==> src/rtl/alu_seq.sv <==
// Sequential ALU: single-cycle arithmetic/logic ops, multi-cycle bit-serial shifts,
// valid/ready handshake on both sides with registered result and flags.
module alu_seq #(
    parameter int NB_DATA  = 8,
    parameter int NB_OP    = 6,
    parameter int NB_SHAMT = 3
) (
    input  logic                i_clk,
    input  logic                i_reset,
    input  logic                i_valid,
    output logic                o_ready,
    input  logic [NB_DATA-1:0]  i_a,
    input  logic [NB_DATA-1:0]  i_b,
    input  logic [NB_OP-1:0]    i_op,
    output logic                o_valid,
    input  logic                i_ready,
    output logic [NB_DATA-1:0]  o_result,
    output logic                o_zero,
    output logic                o_negative,
    output logic                o_carry,
    output logic                o_overflow,
    output logic                o_illegal
);

    localparam logic [5:0] OP_ADD  = 6'b100000;
    localparam logic [5:0] OP_SUB  = 6'b100010;
    localparam logic [5:0] OP_AND  = 6'b100100;
    localparam logic [5:0] OP_OR   = 6'b100101;
    localparam logic [5:0] OP_XOR  = 6'b100110;
    localparam logic [5:0] OP_NOR  = 6'b100111;
    localparam logic [5:0] OP_SLT  = 6'b101010;
    localparam logic [5:0] OP_SLTU = 6'b101011;
    localparam logic [5:0] OP_SLL  = 6'b000000;
    localparam logic [5:0] OP_SRL  = 6'b000010;
    localparam logic [5:0] OP_SRA  = 6'b000011;

    typedef enum logic [1:0] {S_IDLE, S_SHIFT, S_DONE} state_t;
    typedef enum logic [1:0] {K_SLL, K_SRL, K_SRA} kind_t;

    state_t                r_state;
    kind_t                 r_kind;
    logic [NB_DATA-1:0]    r_work;
    logic [NB_SHAMT-1:0]   r_cnt;
    logic [NB_DATA-1:0]    r_result;
    logic                  r_zero, r_negative, r_carry, r_overflow, r_illegal;

    logic [5:0]            w_op_lo;
    logic                  w_op_hi_zero;
    logic [NB_SHAMT-1:0]   w_shamt;
    logic [NB_DATA:0]      w_sum, w_diff;
    logic signed [NB_DATA-1:0] w_sa, w_sb;
    logic [NB_DATA-1:0]    w_res;
    logic                  w_c, w_v, w_ill, w_is_shift;
    kind_t                 w_kind;
    logic [NB_DATA-1:0]    w_shift_next;
    logic                  w_shift_out;

    assign w_op_lo      = i_op[5:0];
    assign w_op_hi_zero = ((i_op >> 6) == '0);
    assign w_shamt      = i_b[NB_SHAMT-1:0];
    assign w_sum        = {1'b0, i_a} + {1'b0, i_b};
    assign w_diff       = {1'b0, i_a} - {1'b0, i_b};
    assign w_sa         = i_a;
    assign w_sb         = i_b;

    // Decode and evaluate the single-cycle result for the operands on the inputs.
    always_comb begin
        w_res      = '0;
        w_c        = 1'b0;
        w_v        = 1'b0;
        w_ill      = 1'b0;
        w_is_shift = 1'b0;
        w_kind     = K_SLL;
        if (!w_op_hi_zero) begin
            w_ill = 1'b1;
        end else begin
            case (w_op_lo)
                OP_ADD: begin
                    w_res = w_sum[NB_DATA-1:0];
                    w_c   = w_sum[NB_DATA];
                    w_v   = (i_a[NB_DATA-1] == i_b[NB_DATA-1]) &&
                            (w_sum[NB_DATA-1] != i_a[NB_DATA-1]);
                end
                OP_SUB: begin
                    w_res = w_diff[NB_DATA-1:0];
                    w_c   = w_diff[NB_DATA];
                    w_v   = (i_a[NB_DATA-1] != i_b[NB_DATA-1]) &&
                            (w_diff[NB_DATA-1] != i_a[NB_DATA-1]);
                end
                OP_AND:  w_res = i_a & i_b;
                OP_OR:   w_res = i_a | i_b;
                OP_XOR:  w_res = i_a ^ i_b;
                OP_NOR:  w_res = ~(i_a | i_b);
                OP_SLT:  w_res = {{(NB_DATA-1){1'b0}}, (w_sa < w_sb)};
                OP_SLTU: w_res = {{(NB_DATA-1){1'b0}}, (i_a < i_b)};
                OP_SLL: begin w_is_shift = 1'b1; w_kind = K_SLL; w_res = i_a; end
                OP_SRL: begin w_is_shift = 1'b1; w_kind = K_SRL; w_res = i_a; end
                OP_SRA: begin w_is_shift = 1'b1; w_kind = K_SRA; w_res = i_a; end
                default: w_ill = 1'b1;
            endcase
        end
    end

    always_comb begin
        w_shift_next = {r_work[NB_DATA-2:0], 1'b0};
        w_shift_out  = r_work[NB_DATA-1];
        case (r_kind)
            K_SRL: begin
                w_shift_next = {1'b0, r_work[NB_DATA-1:1]};
                w_shift_out  = r_work[0];
            end
            K_SRA: begin
                w_shift_next = {r_work[NB_DATA-1], r_work[NB_DATA-1:1]};
                w_shift_out  = r_work[0];
            end
            default: ;
        endcase
    end

    always_ff @(posedge i_clk) begin
        if (i_reset) begin
            r_state    <= S_IDLE;
            r_kind     <= K_SLL;
            r_cnt      <= '0;
            r_result   <= '0;
            r_zero     <= 1'b0;
            r_negative <= 1'b0;
            r_carry    <= 1'b0;
            r_overflow <= 1'b0;
            r_illegal  <= 1'b0;
        end else begin
            case (r_state)
                S_IDLE: begin
                    if (i_valid) begin
                        if (w_is_shift && (w_shamt != '0)) begin
                            r_work  <= i_a;
                            r_cnt   <= w_shamt;
                            r_kind  <= w_kind;
                            r_state <= S_SHIFT;
                        end else begin
                            r_result   <= w_res;
                            r_zero     <= (w_res == '0);
                            r_negative <= w_res[NB_DATA-1];
                            r_carry    <= w_c;
                            r_overflow <= w_v;
                            r_illegal  <= w_ill;
                            r_state    <= S_DONE;
                        end
                    end
                end
                S_SHIFT: begin
                    r_work <= w_shift_next;
                    r_cnt  <= r_cnt - NB_SHAMT'(1);
                    // Outputs only change on the final step so a reset mid-shift exposes nothing.
                    if (r_cnt == NB_SHAMT'(1)) begin
                        r_result   <= w_shift_next;
                        r_zero     <= (w_shift_next == '0);
                        r_negative <= w_shift_next[NB_DATA-1];
                        r_carry    <= w_shift_out;
                        r_overflow <= 1'b0;
                        r_illegal  <= 1'b0;
                        r_state    <= S_DONE;
                    end
                end
                S_DONE: begin
                    if (i_ready) r_state <= S_IDLE;
                end
                default: r_state <= S_IDLE;
            endcase
        end
    end

    assign o_ready    = (r_state == S_IDLE) && !i_reset;
    assign o_valid    = (r_state == S_DONE);
    assign o_result   = r_result;
    assign o_zero     = r_zero;
    assign o_negative = r_negative;
    assign o_carry    = r_carry;
    assign o_overflow = r_overflow;
    assign o_illegal  = r_illegal;

endmodule

==> config.mk <==
export PLATFORM = sky130hd
export DESIGN_NAME = alu_seq
export DESIGN_NICKNAME = d
export VERILOG_FILES = /design/src/rtl/alu_seq.sv
export SDC_FILE = /design/constraint.sdc
export NUM_CORES = 1
export LEC_CHECK = 0
export CORE_MARGIN = 2
export CORE_UTILIZATION = 53
export DETAILED_ROUTE_END_ITERATION = 6
export DONT_BUFFER_PORTS = 1
export MAX_ROUTING_LAYER = met4
export PLACE_DENSITY_LB_ADDON = 0.3
export SETUP_SLACK_MARGIN = 0.05
export SYNTH_ARGS = -nofsm -noshare
export SYNTH_HDL_FRONTEND = slang
export SYNTH_SLANG_ARGS = --single-unit
==> constraint.sdc <==
create_clock -name i_clk -period 3.57 [get_ports i_clk]
set_input_delay 1.071 -clock i_clk [delete_from_list [all_inputs] [get_ports i_clk]]
set_output_delay 1.071 -clock i_clk [all_outputs]
set_load 0.02 [all_outputs]
==> metrics <==
clk_lat worst skew=0.28 ns; Most used DFF post-synth=dfxtp_1; power per cell area=252.6 mW/mm²; crit path DAT=~3.4 ns; Die X-Extent=76.87 µm; top cells by area, synth=dfxtp_1, ha_1, edfxtp_1, a21oi_1, nand2_1; Worst-path clk slew=roughly 0.10 ns; CTS buffer count=3; Synth cell types=63; Post-CTS Setup Inserts=0; H-Tree Depth=1; DP Area=0.002884 mm²; largest area contributor in the netlist=dfxtp_1; initial core utilization=0.5510; clk buf depth=2; gr usage total=0.2814; final core utilization=0.5740; DR vias/cell=6.396; critical path class=in2reg; Hold Fails Final Rpt=0; HPWL Detailed=6222 µm; hold_ws=between 0.4 and 0.5 ns; CTS tree=built; Worst-Margin Slew=0.7058 ns; DR pass1 iterations=5; vias in the first global route=2517; DRC Markers=0; die height=slightly below 80 µm; largest net degree at the start of global routing=31; syn nets=414; fmax=0.3170 GHz; Final Cycle Share=0.8835; ANT cells=0; Setup WS pre-CTS=~0.15 ns; EDFF count, synth=8; PortBufs=0; WL final=between 7000 and 8000 µm; IO Pins=41; slowest stage delay, CP=0.44 ns; Setup Total Neg Slack=0 ns; status=finished clean; Worst setup EP type=register; Sequential Area=around 620 µm²; Multi-input gate area=around 0.0020 mm²; crit-path cells=inv_1, ha_1, o21ba_2, or4_4, a311o_1, nor4b_4, or4_4, nor3_2, a32o_2; final worst slack=0.4157 ns; post-synthesis sequential area ratio=0.2205; gpl congestion=0.9361; worst hold path class=reg2reg; VDD IR max=roughly 0.18 mV; clock root buffer master=clkbuf_8; Ys Warns=0; critical-path maximum fanout=6; Max-slew headroom=0.5245; number of gates resized after CTS=0; CP max-delay cell=or4_4; cts-stage hold buffer count=0; clock skew=roughly 0.0035 ns; post-synth top area share=0.1352; Startpoint Class=primary input; # clock sinks=27; total core area=0.005107 mm²; minimum clock period=3.154 ns; post-route ant nets=0; static leakage=1.123 nW; Post-Syn Area per Cell=7.860 µm²; initial antenna violation count=0; Congestion Overflow GR=0; Syn Std Cell Area=0.002814 mm²; final setup fails=0; area grow syn2layout=4.180%; fin nets=409; most frequent CP cell=or4_4; Site Rows=26; layout cells sized above 1=0.07955; die area=0.005908 mm²; asr flop ratio synth=0; Max-Cap Viols=0; cells after synthesis=358; Design Area, Final=0.002932 mm²; register bit total from synthesis=27; Filler cells=491; Iter 0 DRT Violations=189; WL per Instance=18.66 µm; via count of the routed design=2699; first-pass GRT wire length=12960 µm; WP data required=approximately 3.8 ns; unrepaired setup endpoints after global routing=false; Final Slew Violations=0
## critical path: cells and delay by family
kind,cells,cell delay [ns]
simple gates,4,1.19
compound gates,3,0.74
buf+inv,1,0.06
fa+ha+maj,1,0.34
## final timing paths
kind                            cells past startpoint  slack (ns)              startpoint                  endpoint
worst max-delay path                                9        0.42                  i_a[1]       o_zero$_SDFFE_PP0P_
worst min-delay path                                2        0.45   r_cnt[1]$_SDFFE_PP0P_     r_cnt[1]$_SDFFE_PP0P_
worst max register to register                      7        1.19  r_kind[0]$_SDFFE_PP0P_  o_result[1]$_SDFFE_PP0P_
worst min register to register                      2        0.45   r_cnt[1]$_SDFFE_PP0P_     r_cnt[1]$_SDFFE_PP0P_
## cell usage in the layout (no fill, tap or decap), types with 3 or more instances in the layout
cell type,count
ha_1,28
edfxtp_1,8
xnor2_1,8
o21ai_0,12
nand3_1,10
nand2_1,33
a21boi_0,3
dfxtp_1,19
a21oi_1,34
nor3_1,11
or3_1,3
clkbuf_8,3
a22oi_1,7
a21o_1,4
buf_4,10
a221oi_1,6
a211oi_1,9
nor2b_1,7
inv_1,31
a22o_1,5
mux2i_1,5
o211ai_1,3
nand2b_1,10
nor2_1,23
and2_1,3
o31ai_1,3
xor2_1,3
a221o_1,3
a31oi_1,6
## routing by layer
layer,up-vias,track usage,share of wire
met5,-,-,0
met2,117,0.4535,0.47
li1,1299,-,-
met1,1274,0.3736,0.45
met4,0,0.07091,0.013
met3,9,0.03765,0.072
## synthesized netlist by cell type (9+ instances only)
cell,n
nor2_1,23
nand2b_1,10
nor3_1,11
a211oi_1,9
a21oi_1,34
ha_1,28
dfxtp_1,19
inv_1,31
nand2_1,33
nand3_1,10
clkbuf_1,13
o21ai_0,12
## logic make-up (layout without fill, tap and decap cells)
kind of cell / after synthesis / after routing / synth area share
AO/OA/AOI/OAI: 114 / 114 / 0.2815
XOR/XNOR: 11 / 11 / 0.03424
multiplexers: 5 / 5 / 0.01779
flip-flops: 27 / 27 / 0.2205
buffers and inverters: 51 / 45 / 0.07426
adder cells (fa/ha/maj): 30 / 30 / 0.1387
AND/OR/NAND/NOR: 120 / 120 / 0.2330
## power breakdown
part | switching, mW | internal (mW)
Clock | 0.103 | 0.0801
Sequential | 0.0147 | 0.324
Combinational | 0.124 | 0.0943
## through the flow
stage          power, mW  instances
2_1_floorplan     0.5246        358
3_3_place_gp      0.5583        418
3_5_place_dp      0.5605        418
4_1_cts           0.7389        422
5_1_grt           0.7763        422
6_report          0.7404        422
## sequential cells by signal, indices dropped and copies added, names as in the netlist
register	count
o_zero	1
o_overflow	1
o_carry	1
r_state	2
r_work	8
r_kind	2
r_cnt	3
o_result	8
o_illegal	1
## cell type report
class	instances	area share
repair buffers	10	0.02561
flip-flops and latches	27	0.2117
multi-input cells	280	0.6769
clock buffers	3	0.01408
inverters	31	0.03969
clock inverters	1	0.002134
well taps	70	0.02988
(Power assumes the default switching activity.)
